### src/rtl/gray_pkg.sv
// Shared definitions for the Gray-count link (counter and decoder blocks).
//   gray_state_t : receive-side tracking state (WAIT_REF, TRACK)
//   gray2bin()   : Gray-to-binary conversion on a MAX_W-bit, zero-extended vector
//   popcount()   : number of set bits in a MAX_W-bit vector
// Narrower counts are zero-extended to MAX_W before these functions are called.
// The extra upper zeros do not change either result.
package gray_pkg;

  localparam int MAX_W = 16;
  localparam int POP_W = 5;  // enough to hold a count of 0..16

  typedef enum logic [0:0] {
    WAIT_REF = 1'b0,
    TRACK    = 1'b1
  } gray_state_t;

  // Binary bit i is the XOR of every Gray bit from i up to the MSB.
  function automatic logic [MAX_W-1:0] gray2bin(input logic [MAX_W-1:0] g);
    logic [MAX_W-1:0] b;
    b[MAX_W-1] = g[MAX_W-1];
    for (int i = MAX_W - 2; i >= 0; i--) begin
      b[i] = b[i+1] ^ g[i];
    end
    return b;
  endfunction

  function automatic logic [POP_W-1:0] popcount(input logic [MAX_W-1:0] v);
    logic [POP_W-1:0] n;
    n = '0;
    for (int i = 0; i < MAX_W; i++) begin
      n = n + POP_W'(v[i]);
    end
    return n;
  endfunction

endpackage

### src/rtl/gray_sync.sv
// Multi-flop synchroniser for a Gray-coded bus.
// A Gray source changes one bit per step, so a per-bit synchroniser is safe.
// Ports:
//   i_clk    rising-edge clock
//   i_rst_n  asynchronous active-low reset; clears every stage to 0
//   i_d      asynchronous Gray-coded input
//   o_q      output of the last stage (SYNC_STAGES cycles after i_d)
module gray_sync #(
  parameter int WIDTH       = 8,
  parameter int SYNC_STAGES = 2
) (
  input  logic             i_clk,
  input  logic             i_rst_n,
  input  logic [WIDTH-1:0] i_d,
  output logic [WIDTH-1:0] o_q
);

  logic [WIDTH-1:0] r_sync [SYNC_STAGES];

  always_ff @(posedge i_clk or negedge i_rst_n) begin
    if (!i_rst_n) begin
      for (int i = 0; i < SYNC_STAGES; i++) begin
        r_sync[i] <= '0;
      end
    end else begin
      r_sync[0] <= i_d;
      for (int i = 1; i < SYNC_STAGES; i++) begin
        r_sync[i] <= r_sync[i-1];
      end
    end
  end

  assign o_q = r_sync[SYNC_STAGES-1];

endmodule

### src/rtl/gray_count_decoder.sv
// Receive-side decoder for a Gray-coded count.
// The block synchronises gray_in and converts it to binary. It strobes
// bin_valid each time the value changes and reports the step direction.
// It also flags steps where more than one Gray bit changed.
// Ports:
//   clk         rising-edge clock
//   reset       asynchronous active-low reset
//   en          1 = track input; 0 = hold outputs and drop the reference
//   gray_in     Gray-coded count (asynchronous to clk)
//   clr_err     1-cycle pulse; clears err_sticky (and err_count)
//   bin_out     decoded binary value (registered)
//   bin_valid   1-cycle pulse when bin_out takes a new value
//   dir_up      1 = last step was +1 mod 2^WIDTH; 0 = -1, reference load or error
//   step_err    1-cycle pulse when more than one Gray bit changed
//   err_sticky  set by step_err, held until clr_err
//   err_count   saturating step-error count
// Optional feature: define GRAY_DEC_ERRCNT_EN to build the err_count counter.
// When the macro is undefined, err_count is tied to 0.
module gray_count_decoder
  import gray_pkg::*;
#(
  parameter int WIDTH       = 8,
  parameter int SYNC_STAGES = 2,
  parameter int ERR_CNT_W   = 8
) (
  input  logic                 clk,
  input  logic                 reset,
  input  logic                 en,
  input  logic [WIDTH-1:0]     gray_in,
  input  logic                 clr_err,
  output logic [WIDTH-1:0]     bin_out,
  output logic                 bin_valid,
  output logic                 dir_up,
  output logic                 step_err,
  output logic                 err_sticky,
  output logic [ERR_CNT_W-1:0] err_count
);

  logic [WIDTH-1:0] w_g_s;
  logic [MAX_W-1:0] w_g_s_ext;
  logic [MAX_W-1:0] w_g_prev_ext;
  logic [WIDTH-1:0] w_bin_new;
  logic [WIDTH-1:0] w_bin_old;
  logic [WIDTH-1:0] w_bin_diff;
  logic [POP_W-1:0] w_dist;
  logic             w_changed;
  logic             w_step_up;
  logic             w_err_evt;

  gray_state_t      r_state;
  logic [WIDTH-1:0] r_g_prev;
  logic [WIDTH-1:0] r_bin_out;
  logic             r_bin_valid;
  logic             r_dir_up;
  logic             r_step_err;
  logic             r_err_sticky;

  gray_sync #(
    .WIDTH      (WIDTH),
    .SYNC_STAGES(SYNC_STAGES)
  ) u_sync (
    .i_clk  (clk),
    .i_rst_n(reset),
    .i_d    (gray_in),
    .o_q    (w_g_s)
  );

  always_comb begin
    w_g_s_ext                = '0;
    w_g_prev_ext             = '0;
    w_g_s_ext[WIDTH-1:0]     = w_g_s;
    w_g_prev_ext[WIDTH-1:0]  = r_g_prev;
  end

  assign w_bin_new  = WIDTH'(gray2bin(w_g_s_ext));
  assign w_bin_old  = WIDTH'(gray2bin(w_g_prev_ext));
  // Modular subtraction, so the wrap max -> 0 counts as +1.
  assign w_bin_diff = w_bin_new - w_bin_old;
  assign w_step_up  = (w_bin_diff == WIDTH'(1));
  assign w_dist     = popcount(w_g_s_ext ^ w_g_prev_ext);
  assign w_changed  = (w_g_s != r_g_prev);
  // A change during the reference-load cycle is never treated as an error.
  assign w_err_evt  = en && (r_state == TRACK) && w_changed && (w_dist != POP_W'(1));

  always_ff @(posedge clk or negedge reset) begin
    if (!reset) begin
      r_state      <= WAIT_REF;
      r_g_prev     <= '0;
      r_bin_out    <= '0;
      r_bin_valid  <= 1'b0;
      r_dir_up     <= 1'b0;
      r_step_err   <= 1'b0;
      r_err_sticky <= 1'b0;
    end else begin
      r_g_prev    <= w_g_s;
      r_bin_valid <= 1'b0;
      r_step_err  <= 1'b0;

      // A new error takes priority over a clear in the same cycle.
      if (w_err_evt) begin
        r_err_sticky <= 1'b1;
      end else if (clr_err) begin
        r_err_sticky <= 1'b0;
      end

      if (!en) begin
        r_state <= WAIT_REF;
      end else begin
        case (r_state)
          WAIT_REF: begin
            r_bin_out   <= w_bin_new;
            r_bin_valid <= 1'b1;
            r_dir_up    <= 1'b0;
            r_state     <= TRACK;
          end
          TRACK: begin
            if (w_changed) begin
              r_bin_out   <= w_bin_new;
              r_bin_valid <= 1'b1;
              if (w_err_evt) begin
                r_step_err <= 1'b1;
                r_dir_up   <= 1'b0;
              end else begin
                r_dir_up   <= w_step_up;
              end
            end
          end
          default: r_state <= WAIT_REF;
        endcase
      end
    end
  end

`ifdef GRAY_DEC_ERRCNT_EN
  logic [ERR_CNT_W-1:0] r_err_count;

  always_ff @(posedge clk or negedge reset) begin
    if (!reset) begin
      r_err_count <= '0;
    end else if (clr_err) begin
      // Clear, then count the error arriving in the same cycle.
      r_err_count <= w_err_evt ? ERR_CNT_W'(1) : '0;
    end else if (w_err_evt && (r_err_count != {ERR_CNT_W{1'b1}})) begin
      r_err_count <= r_err_count + ERR_CNT_W'(1);
    end
  end

  assign err_count = r_err_count;
`else
  assign err_count = '0;
`endif

  assign bin_out    = r_bin_out;
  assign bin_valid  = r_bin_valid;
  assign dir_up     = r_dir_up;
  assign step_err   = r_step_err;
  assign err_sticky = r_err_sticky;

endmodule
### config.mk
export PLATFORM = sky130hd
export DESIGN_NAME = gray_count_decoder
export DESIGN_NICKNAME = d
export VERILOG_FILES = /design/src/rtl/gray_pkg.sv /design/src/rtl/gray_sync.sv /design/src/rtl/gray_count_decoder.sv
export SDC_FILE = /design/constraint.sdc
export NUM_CORES = 1
export LEC_CHECK = 0
export ABC_CLOCK_PERIOD_IN_PS = 4400
export BUFFER_PORTS_ARGS = -buffer_cell sky130_fd_sc_hd__buf_2
export CAP_MARGIN = 0
export CORE_MARGIN = 2
export CORE_UTILIZATION = 45
export CTS_CLUSTER_SIZE = 28
export DETAILED_ROUTE_END_ITERATION = 16
export GPL_ROUTABILITY_DRIVEN = 0
export PLACE_DENSITY = 0.75
export SYNTH_ARGS = -nofsm -noshare
export SYNTH_HDL_FRONTEND = slang
export SYNTH_SLANG_ARGS = --single-unit
export TNS_END_PERCENT = 50
### constraint.sdc
create_clock -name clk -period 4.4 [get_ports clk]
set_input_delay 0.44 -clock clk [delete_from_list [all_inputs] [get_ports clk]]
set_output_delay 0.44 -clock clk [all_outputs]
set_load 0.02 [all_outputs]
==> metrics.yaml <==
pwr_density_cell_nw_per_um2: 511
start_kind: "flip-flop"
tightest_slew_ns: 0.792
synth_seq_area_share: 0.485
antenna_cells_inserted: 0
synth.top_cells.by_count: "37 x sky130_fd_sc_hd__dfrtp_1, 16 x sky130_fd_sc_hd__inv_1, 13 x sky130_fd_sc_hd__xor2_1, 11 x sky130_fd_sc_hd__ha_1, 9 x sky130_fd_sc_hd__xnor2_1"
globalRoute.totalOverflow: 0
syn_area_um2: 1910
finalHoldWorstSlack_ns: 0.226
timing.critical_path.required_ns: 4.62
final_layout_size_suffix_gt1_frac: 0.256
critPathArrivalTime_ns: 4.24
clock_tree.buffer_depth: 2
cts_made_buffers: 5
first_pass_iters: 4
leading_cell_types_by_total_area_after_synthesis: "sky130_fd_sc_hd__dfrtp_1 49%, sky130_fd_sc_hd__ha_1 7.2%, sky130_fd_sc_hd__xor2_1 6.0%, sky130_fd_sc_hd__fa_1 5.2%, sky130_fd_sc_hd__xnor2_1 4.1%"
number_of_cell_instances_on_the_worst_register_to_register_path: 15
share_clk_of_total_power: 0.263
hold_path.class: "in2async"
outcome: "completed"
postLayoutSetupSlackWorst_ns: 0.374
slew_violations: 0
critPathSlowestCell: "sky130_fd_sc_hd__fa_1"
period_minus_slack_ns: 4.03
power.ir.vdd_worst_uv: 232
critPathCaptureType: "flip-flop"
initial_core_util: 0.474
timing.critical_path.cells: "xnor2_1 > inv_1 > fa_1 > inv_1 > fa_1 > fa_1 > inv_1 > ha_1 > inv_1 > fa_1 > a211o_1 > a21oi_2 > nand3_1 > nor4_2 > a32o_1"
avgRoutedWirePerCell_um: 12.7
clock-skew-final_ns: 0.00932
worst-path-max-fanout: 3
cts.sink_count: 37
layout.cells.non_filler: 230
route.detailed.drc: 0
max_slew_margin: 0.472
grtUsageTotal: 0.137
static_leak_nw: 1.04
post-dp-hpwl_um: 2230
synth.distinct_cells: 36
power.combinational.fraction: 0.379
power.share.sequential: 0.357
cts-resized-gates: 0
dieArea_um2: 4780
horizontal_extent_of_the_die_um: 69.1
intPower_w: 0.000724
placement.io_buffers: 23
tritoncts: "built"
design_power_total_w: 0.00110
number_of_enable_type_register_cells_in_the_synthesized_netlist: 0
place_worst_setup_slack_ns: 0.270
placed_cell_count: 222
num_vias: 1058
insertion_delay_ns: 0.29
total_of_hold_buffers_inserted_after_clock_tree_synthesis: 0
antenna_found_initial: 0
regToRegStartpoint: "u_sync.o_q[0]"
synth-xor-area-share: 0.173
num-nets-final: 207
synth-simple-area-share: 0.0393
drt-vias-per-instance: 4.60
cts.htree.levels: 2
detailroute.wirelength.met2_um: 1370
routed_wl_um: 2930
complex_gate_fraction_of_the_synthesized_area: 0.0761
timing.max_cap.violations: 0
buffers_and_inverters_on_the_worst_path: 4
cts.reportedPaths.clkPinSlew_ns: 0.08
final.period_utilization: 0.915
grt_max_degree: 38
wl_met3_um: 172
synth_adder_area_share: 0.125
floorplan.io_pins: 32
finalHoldViolations: 0
switching_power_w: 0.000381
netlist_instances: 151
dominant_cell_by_count_in_the_synthesized_netlist: "sky130_fd_sc_hd__dfrtp_1"
yosys_warnings: 0
rrSetupSlack_ns: 0.37
cpLargestDelayFamily: "adder cells"
rows: 23
yosysTopAreaCellShare: 0.485
grt_pass1_wl_um: 5130
synth-seq-cells: 37
worst_path_largest_cell_delay_ns: 0.53
r2r-end: "dir_up"
swShare: 0.345
synth_top_family_by_area: "XOR/XNOR gates"
synthDominantAreaCellType: "sky130_fd_sc_hd__dfrtp_1"
critPathKind: "reg2reg"
synth_ff_type: "sky130_fd_sc_hd__dfrtp_1"
postCtsSetupBuffers: 0
mux_cell_area_share_after_synthesis: 0.0289
first_iter_violations: 62
root_driver: "sky130_fd_sc_hd__clkbuf_8"
floorplan.core_area_um2: 4030
chipHeight_um: 69.1
area_delta_synth_final_pct: 13.3
number_of_global_route_vias_before_repair: 1106
setup_viol_count_final: 0
fillCellCount: 364
clock.fmax_mhz: 248
route.layer.met1.wl_um: 1340
ys_async_sr_fraction: 1.00
routed.top_layer: "met4"
synth.avg_cell_area_um2: 12.6
ant_nets: 0
[area by class of cell]
class,instances,area [um^2],share of cell area
Sequential cell,37,926,0.428
Multi-Input combinational cell,95,883,0.409
Timing Repair Buffer,23,115,0.0532
Clock buffer,6,72.6,0.0336
Inverter,17,63.8,0.0295
Tap cell,50,62.6,0.0289
Clock inverter,2,38.8,0.0179
[power groups by stage]
stage,sequential [W],combinational (W),clock (W)
2_1_floorplan,0.000431,0.000290,0
4_1_cts,0.000395,0.000416,0.000301
6_report,0.000395,0.000419,0.000291
3_3_place_gp,0.000400,0.000400,0
5_1_grt,0.000399,0.000479,0.000313
3_5_place_dp,0.000401,0.000412,0
[routing by layer]
metal	up-vias	GRT usage
met3	7	0.0365
met4	0	0.0523
met1	487	0.181
li1	530	-
met2	34	0.217
met5	-	0
[worst reg2reg max path, stage by stage (launching register included)]
cell                      delay [ns]
sky130_fd_sc_hd__dfrtp_1        0.41
sky130_fd_sc_hd__xnor2_1        0.24
sky130_fd_sc_hd__inv_1          0.09
sky130_fd_sc_hd__fa_1           0.53
sky130_fd_sc_hd__inv_1          0.05
sky130_fd_sc_hd__fa_1           0.51
sky130_fd_sc_hd__fa_1           0.41
sky130_fd_sc_hd__inv_1          0.07
sky130_fd_sc_hd__ha_1           0.15
sky130_fd_sc_hd__inv_1          0.06
sky130_fd_sc_hd__fa_1           0.39
sky130_fd_sc_hd__a211o_1        0.29
sky130_fd_sc_hd__a21oi_2        0.19
sky130_fd_sc_hd__nand3_1        0.11
sky130_fd_sc_hd__nor4_2         0.27
sky130_fd_sc_hd__a32o_1         0.19
[how the worst max path moves through the flow]
stage                        from  cells past startpoint  slack [ns]  endpoint
global route        u_sync.o_q[0]                     15      -0.003    dir_up
CTS                 u_sync.o_q[0]                     15        0.24    dir_up
global placement    u_sync.o_q[0]                     15        0.42    dir_up
finish              u_sync.o_q[0]                     15        0.37    dir_up
floorplan           u_sync.o_q[0]                     15        0.59    dir_up
detailed placement  u_sync.o_q[0]                     15        0.27    dir_up
[flip-flops by register name, indices dropped and copies added, names as in the netlist]
signal         count
bin_valid          1
r_g_prev           8
step_err           1
bin_out            8
r_state            1
err_sticky         1
dir_up             1
u_sync.o_q         8
u_sync.r_sync      8
[kinds of logic (layout without fill, tap and decap cells)]
logic type | Yosys count | after routing
multiplexers | 5 | 5
XOR/XNOR | 30 | 30
buffers and inverters | 26 | 48
AO/OA/AOI/OAI | 20 | 20
adder cells (fa/ha/maj) | 16 | 16
AND/OR/NAND/NOR | 16 | 16
flip-flops | 37 | 37
other | 1 | 8
[cell usage in the layout, fill, tap and decap left out, types with 2 or more instances in the layout]
master | Yosys | layout
sky130_fd_sc_hd__a21oi_1 | 3 | 2
sky130_fd_sc_hd__buf_2 | 0 | 23
sky130_fd_sc_hd__clkbuf_8 | 0 | 5
sky130_fd_sc_hd__conb_1 | 1 | 8
sky130_fd_sc_hd__dfrtp_1 | 37 | 37
sky130_fd_sc_hd__fa_1 | 5 | 5
sky130_fd_sc_hd__ha_1 | 11 | 11
sky130_fd_sc_hd__inv_1 | 16 | 16
sky130_fd_sc_hd__mux2_2 | 3 | 3
sky130_fd_sc_hd__nand2_1 | 5 | 5
sky130_fd_sc_hd__nand3_1 | 2 | 2
sky130_fd_sc_hd__nor2_1 | 4 | 4
sky130_fd_sc_hd__o211ai_1 | 2 | 2
sky130_fd_sc_hd__o21ai_0 | 3 | 3
sky130_fd_sc_hd__o21ai_1 | 3 | 3
sky130_fd_sc_hd__o22ai_1 | 2 | 2
sky130_fd_sc_hd__xnor2_1 | 9 | 9
sky130_fd_sc_hd__xnor2_2 | 4 | 4
sky130_fd_sc_hd__xor2_1 | 13 | 13
sky130_fd_sc_hd__xor2_2 | 3 | 3
[through the flow]
| stage | TNS (ns) | util | cell area [um^2] |
|---|---|---|---|
| floorplan | 0 | - | 1930 |
| global placement | 0 | 0.507 | 2040 |
| detailed placement | 0 | 0.507 | 2040 |
| CTS | 0 | 0.534 | 2150 |
| global route | -0.00289 | 0.537 | 2160 |
| finish | 0 | 0.537 | 2160 |
Power figures use the tool's default switching activity.
